`src/rtl/shift_sequencer.sv`:
```
// shift_sequencer: multi-cycle 32-bit shift unit (SLL / SRA) for the execute stage.
// Applies one power-of-two stage (16, 8, 4, 2, 1) per cycle to a working register.
// Build option: define SHIFT_SEQ_EARLY_DONE_EN to leave SHIFT as soon as the
// remaining lower shamt bits are all zero (variable latency); otherwise every
// operation takes the full five stages.
//
// state | meaning
// ------+----------------------------------------------------------
// IDLE  | waiting for an operation, in_ready high (out of reset)
// SHIFT | applying stage 2^step_q to the working register
// DONE  | result held on out_data with out_valid high until out_ready
module shift_sequencer #(
  parameter int WIDTH = 32
) (
  input  logic                       clock,
  input  logic                       reset_n,
  input  logic                       in_valid,
  output logic                       in_ready,
  input  logic                       op,
  input  logic [WIDTH-1:0]           data_in,
  input  logic [$clog2(WIDTH)-1:0]   shamt,
  output logic                       out_valid,
  input  logic                       out_ready,
  output logic [WIDTH-1:0]           out_data,
  output logic                       busy
);

  typedef enum logic [1:0] {
    IDLE  = 2'd0,
    SHIFT = 2'd1,
    DONE  = 2'd2
  } state_t;

  state_t                     state_q, state_d;
  logic [WIDTH-1:0]           work_q, work_d;
  logic [$clog2(WIDTH)-1:0]   shamt_q, shamt_d;
  logic                       op_q, op_d;
  logic [2:0]                 step_q, step_d;

  logic [WIDTH-1:0]           stage_sll;
  logic [WIDTH-1:0]           stage_sra;
  logic                       last_step;

  // Fixed-distance shift for the current stage; a mux of five constant shifts
  // rather than a full barrel shifter.
  always_comb begin
    stage_sll = work_q;
    stage_sra = work_q;
    case (step_q)
      3'd4: begin
        stage_sll = work_q << 16;
        stage_sra = $signed(work_q) >>> 16;
      end
      3'd3: begin
        stage_sll = work_q << 8;
        stage_sra = $signed(work_q) >>> 8;
      end
      3'd2: begin
        stage_sll = work_q << 4;
        stage_sra = $signed(work_q) >>> 4;
      end
      3'd1: begin
        stage_sll = work_q << 2;
        stage_sra = $signed(work_q) >>> 2;
      end
      default: begin
        stage_sll = work_q << 1;
        stage_sra = $signed(work_q) >>> 1;
      end
    endcase
  end

`ifdef SHIFT_SEQ_EARLY_DONE_EN
  logic [$clog2(WIDTH)-1:0] low_mask;

  // Leave SHIFT once no lower stage would change the working value.
  always_comb begin
    low_mask  = ($clog2(WIDTH))'(1) << step_q;
    low_mask  = low_mask - ($clog2(WIDTH))'(1);
    last_step = (step_q == 3'd0) || ((shamt_q & low_mask) == '0);
  end
`else
  // Fixed latency: always run all stages down to step 0.
  always_comb begin
    last_step = (step_q == 3'd0);
  end
`endif

  // Next-state and datapath updates.
  always_comb begin
    state_d = state_q;
    work_d  = work_q;
    shamt_d = shamt_q;
    op_d    = op_q;
    step_d  = step_q;
    case (state_q)
      IDLE: begin
        if (in_valid) begin
          work_d  = data_in;
          shamt_d = shamt;
          op_d    = op;
          step_d  = 3'd4;
          state_d = SHIFT;
        end
      end
      SHIFT: begin
        if (shamt_q[step_q]) begin
          work_d = op_q ? stage_sra : stage_sll;
        end
        if (last_step) begin
          state_d = DONE;
        end else begin
          step_d = step_q - 3'd1;
        end
      end
      DONE: begin
        if (out_ready) begin
          state_d = IDLE;
        end
      end
      default: begin
        state_d = IDLE;
      end
    endcase
  end

  // State and working registers; reset discards any in-flight operation.
  always_ff @(posedge clock or negedge reset_n) begin
    if (!reset_n) begin
      state_q <= IDLE;
      work_q  <= '0;
      shamt_q <= '0;
      op_q    <= 1'b0;
      step_q  <= 3'd0;
    end else begin
      state_q <= state_d;
      work_q  <= work_d;
      shamt_q <= shamt_d;
      op_q    <= op_d;
      step_q  <= step_d;
    end
  end

  // in_ready is gated by reset_n so it stays low while reset is asserted.
  assign in_ready  = (state_q == IDLE) && reset_n;
  assign out_valid = (state_q == DONE);
  assign busy      = (state_q != IDLE);
  assign out_data  = work_q;

endmodule

```
`config.mk`:
```
export PLATFORM = sky130hd
export DESIGN_NAME = shift_sequencer
export DESIGN_NICKNAME = d
export VERILOG_FILES = /design/src/rtl/shift_sequencer.sv
export SDC_FILE = /design/constraint.sdc
export NUM_CORES = 1
export LEC_CHECK = 0
export BUFFER_PORTS_ARGS = -buffer_cell sky130_fd_sc_hd__buf_2
export CORE_MARGIN = 4
export CORE_UTILIZATION = 45
export DETAILED_ROUTE_END_ITERATION = 6
export GPL_ROUTABILITY_DRIVEN = 0
export PLACE_DENSITY = 0.68
export RECOVER_POWER = 25
export SYNTH_ARGS = -nofsm -noshare
export SYNTH_HDL_FRONTEND = slang
export SYNTH_SLANG_ARGS = --single-unit
```
`constraint.sdc`:
```
create_clock -name clock -period 4.75 [get_ports clock]
set_input_delay 0.7125 -clock clock [delete_from_list [all_inputs] [get_ports clock]]
set_output_delay 0.7125 -clock clock [all_outputs]
set_load 0.02 [all_outputs]
```
=== Word-level counts from Yosys, hierarchy flattened ===
Index checks and enable logic that the tools add are counted.

* Register bits: 43
* Bits of input ports: 42
* Output and inout bits: 35
* Logic and storage cells: 45

* Add/sub/neg operators: 1
* Order comparisons: 1
* Equal/unequal tests: 12
* Mux-type cells: 15
* Reduce and logical (&&, ||, !) cells: 10

{| class="wikitable"
|+ Operators by type and width
! cell !! count
|-
| 32-bit case mux with 4 select lines || 1
|-
| 30-bit case mux with 4 select lines || 1
|-
| 32-bit two-way mux || 3
|-
| 32-bit case mux with 2 select lines || 1
|-
| 2-bit inequality test, second input constant || 5
|-
| 3-bit AND reduction || 3
|-
| 3-bit by 2-bit equality test with 1-bit output, second input constant || 2
|-
| 2-bit two-way mux || 3
|-
| 3-bit two-way mux || 2
|-
| 2-bit case mux with 3 select lines || 1
|-
| 3-bit case mux with 2 select lines || 1
|-
| 3-bit by 4-bit less-than comparator with 1-bit output, second input constant || 1
|-
| 4-bit AND reduction || 1
|-
| 2-bit nonzero test || 2
|-
| 1-bit binary-select mux with 3-bit select || 1
|-
| 3-bit by 1-bit equality test with 1-bit output, second input constant || 1
|-
| 3-bit equality test, second input constant || 1
|-
| 3-bit zero test || 1
|-
| 3-bit by 1-bit subtractor with 3-bit output, second input constant || 1
|-
| 2-bit by 1-bit equality test with 1-bit output, second input constant || 1
|-
| 2-bit equality test, second input constant || 1
|-
| 2-bit zero test || 1
|-
| 2-bit by 1-bit inequality test with 1-bit output, second input constant || 1
|-
| 2-bit AND reduction || 1
|-
| other kinds (2) || 2
|}

=== Depth between registers and ports, before layout ===
* Word-level depth: 5
* Depth in mapped cells: 10
* Mapped depth without buffers: 7

=== Worst setup path before layout ===
No wires, ideal clock.

* Path kind: reg-to-reg
* Start: register step_q[1]
* End: register work_q[29] (netlist: out_data[29])
* Library setup time: 137 ps
* Arrival: 2012 ps
* Required time: 4613 ps
* Slack: 2601 ps
* Cell stages (with the launch flop): 9
* Path buffers: 1
* Clock period less this slack: 2149 ps
* Cells stage by stage: dfrtp_1 > inv_1 > ha_1 > nor4_2 > or2_1 > buf_6 > mux2_2 > a222oi_1 > a21oi_1

* Word-level cells in the longest chain between the ends: 5
* Elaborated cells between the ends (all ways): 13
* Classes of those cells: eq/ne: 5; mux: 7; reduce/logical: 1

{| class="wikitable"
|+ RTL lines
! element !! RTL line !! text
|-
| from (decl) || 38 || <nowiki>logic [2:0] step_q, step_d;</nowiki>
|-
| from (signal assigned) || 140 || <nowiki>step_q <= step_d;</nowiki>
|-
| 3-bit by 1-bit equality test with 1-bit output (tied with other cells) || 49 || <nowiki>case (step_q)</nowiki>
|-
| 32-bit case mux with 4 select lines or 30-bit case mux with 4 select lines (tied branches) || 49 ||
|-
| 32-bit two-way mux || 108 || <nowiki>work_d = op_q ? stage_sra : stage_sll;</nowiki>
|-
| 32-bit two-way mux || 107 || <nowiki>if (shamt_q[step_q]) begin</nowiki>
|-
| 32-bit case mux with 2 select lines || 96 || <nowiki>case (state_q)</nowiki>
|-
| to (signal assigned) || 137 || <nowiki>work_q <= work_d;</nowiki>
|-
| to (decl) || 35 || <nowiki>logic [WIDTH-1:0] work_q, work_d;</nowiki>
|}

Several ways; a longest one is shown, not always the timed one. The select of a mux whose other input is x is not followed.
A chain may end at the register's enable or synchronous reset.

=== Worst setup path in the final report ===
* Start: register step_q[1]
* End: register work_q[2] (netlist: out_data[2])

The elaborated chain is that of the path after synthesis.

==> key figures <==
Outcome
  – Outcome: finished, final reports clean

Finish
  – Area Growth Syn to Fin: 11.24%
  – Filler cells: 828
  – N_diodes: 0
  – # nets final: 559
  – Final Non-Filler Cells: 618
  – Share of cells above drive strength 1: 21.25%

Timing
  – Relative slew slack: 19.59%
  – Min cycle time layout: 3.422 ns
  – Clock Skew: 0.01332 ns
  – Final period util: 72.03%
  – Setup_tns: 0 ns
  – Setup WS post-layout: 1.328 ns
  – Final Hold Vio Count: 0
  – F_max: 292.3 MHz
  – Slew at the pin with the worst max-slew slack: 1.205 ns
  – Worst hold slack: 0.4677 ns
  – Unrepaired setup endpoints after global routing: false
  – Setup violations, final: 0
  – Max-slew violation count: 0

Critical path
  – Crit path kind: reg -> reg
  – Crit-path max FO: 47
  – Required time of the critical path: 4.99 ns
  – CP endpoint kind: flop
  – Arr. time, crit path: 3.67 ns
  – Crit start category: flop

Die
  – Chip Width: 99.58 um
  – Row count: 33
  – Initial Util: 46.16%
  – Die ar.: 9915 um^2
  – Die height: 99.58 um
  – I/O pin count: 77
  – Placeable Area: 8175 um^2

Global routing
  – First-pass GRT wire length: 21050 um
  – Number of global-route vias before repair: 4027
  – Grt ovf: 0
  – Pin count of the biggest net entering global routing: 73
  – Initial antenna violation count: 0
  – Total Routing Usage GR: 26.05%

CTS
  – Post_cts resized: 0
  – Clk_lat worst skew: 0.31 ns
  – Num CTS Buffers: 5
  – CTS tree: done
  – CTS root buf: clkbuf_8
  – CTS Hold Bufs: 0
  – Sinks on Clock Net: 43
  – Clock buffer depth: 2
  – Postcts setup bufs: 0
  – Clock Pin Slew Worst Setup and Hold Paths: 0.09 ns
  – CTS H-tree depth: 2

Synth
  – Multiplexer share of the synthesized area: 2.387%
  – Post-Synth Simple-Gate Area: 14.79%
  – Distinct cells, synth: 46
  – Synthesized instance count: 491
  – Syn Nets: 538
  – Asr flop ratio synth: 100.0%
  – Synthesized area: 3774 um^2
  – Compound-Gate Fraction of Synth Area: 43.53%
  – Syn Area/Cell: 7.686 um^2
  – Synthesized flop and latch total: 43
  – Ys Warns: 0
  – Adder-cell share of the synthesized area: 1.658%
  – XOR/XNOR share of the synthesized area: 0%
  – Largest family of logic cells by synthesized area: compound AO/OA/AOI/OAI gates
  – Post-synthesis sequential area ratio: 28.51%
  – Top_reg_cell synth: dfrtp_1
  – EDFF count, synth: 0

Placement
  – Post-DP HPWL: 8847 um
  – Buffers on Ports: 76
  – Dpl ws: 1.448 ns
  – Placed insts: 610

Route
  – DR WL/cell: 21.19 um
  – Drt total wl: 13100 um
  – Number of vias per cell: 6.903
  – Pre-Repair DR Iteration Count: 7
  – Detail Route Antenna Nets: 0
  – 1st-iter DRT viols: 936
  – DRC viols: 0
  – Total number of vias: 4266

Min path
  – Worst min path class: in -> async

Flow run
  – Max-cap viol count: 0
-- flip-flops by register name (all words and copies together) (netlist names) --
| name | flops |
|---|---|
| op_q | 1 |
| out_data | 32 |
| shamt_q | 5 |
| state_q | 2 |
| step_q | 3 |
-- layer usage --
metal | share of wire [%] | track usage, %
met1 | 41 | 36.54
met2 | 45 | 40.65
met3 | 11 | 4.839
met4 | 2.7 | 8.193
met5 | 0 | 0
-- cell type report --
| type | instances | area, um^2 | share of cell area (%) |
|---|---|---|---|
| inverters | 7 | 26.28 | 0.6259 |
| clock buffers | 6 | 72.57 | 1.729 |
| clock inverters | 2 | 60.06 | 1.431 |
| multi-input cells | 368 | 2367 | 56.39 |
| well taps | 105 | 131.4 | 3.130 |
| flip-flops and latches | 43 | 1077 | 25.66 |
| repair buffers | 87 | 462.9 | 11.03 |
-- cells in the mapped netlist (all sizes together) (5+ instances only) --
cell / instances / area share [%]
nand2: 71 / 7.1
a21oi: 49 / 6.5
clkbuf: 43 / 4.3
dfrtp: 43 / 29
a22oi: 36 / 7.2
nor2: 34 / 3.4
a222oi: 30 / 8.0
buf: 30 / 4.1
o21ai: 24 / 3.2
a31oi: 12 / 2.0
o2bb2ai: 10 / 2.3
a21o: 9 / 1.8
a32oi: 9 / 2.1
mux2: 8 / 2.4
o211ai: 8 / 1.6
inv: 7 / 0.70
a22o: 6 / 1.4
and2: 6 / 0.99
nand3: 6 / 0.80
o2111ai: 6 / 1.4
a32o: 5 / 1.3
ha: 5 / 1.7
nor2b: 5 / 1.0
-- cell usage in the layout, fill, tap and decap left out, drive strengths merged, types with 2 or more instances in the layout --
cell,count
and2,6
a22o,6
o21a,3
a32o,5
a31oi,12
a221oi,2
a2bb2oi,3
nor2b,5
nor2,34
inv,7
clkbuf,6
dfrtp,43
nand2,71
o2111ai,6
nand3,6
a221o,3
a222oi,30
a22oi,36
buf,87
o21ai,24
a32oi,9
a21o,9
ha,5
o22ai,3
and3,2
bufinv,2
o211ai,8
a21oi,49
mux2,8
o2bb2ai,10
-- critical path: stages (launching register included) --
cell,delay [ns]
dfrtp_1,0.43
inv_1,0.13
ha_1,0.20
buf_4,0.28
nor4_2,0.96
or2_1,0.39
buf_4,0.33
a221oi_1,0.13
o311ai_0,0.33
o21a_1,0.17
-- stage by stage --
step	util (%)	area, um^2
after floorplan	-	3774
after global placement	49.72	4065
after detailed placement	49.72	4065
after CTS	51.35	4198
after global routing	51.35	4198
final	51.35	4198
-- cell families after synthesis --
group	count (synthesis)
and+or+nand+nor	130
buffers and inverters	80
DFF	43
adders and majority gates	5
muxes	8
AOI/OAI and AO/OA	225
-- worst paths after layout --
path,from,to,slack (ns),depth (start not counted)
worst max-delay path,step_q[1]$_DFFE_PN0P_,out_data[2]$_DFFE_PN0P_,1.33,9
worst min-delay path,reset_n,out_data[25]$_DFFE_PN0P_,0.47,2
worst max register to register,step_q[1]$_DFFE_PN0P_,out_data[2]$_DFFE_PN0P_,1.33,9
worst min register to register,shamt_q[2]$_DFFE_PN0P_,shamt_q[2]$_DFFE_PN0P_,0.51,1
max in group asynchronous,reset_n,step_q[2]$_DFFE_PN0P_,3.85,2
min in group clock,shamt_q[2]$_DFFE_PN0P_,shamt_q[2]$_DFFE_PN0P_,0.51,1
Power is left out: the tool's default activity adds up to more than one toggle a clock period on the data nets, which glitch-free logic cannot reach.
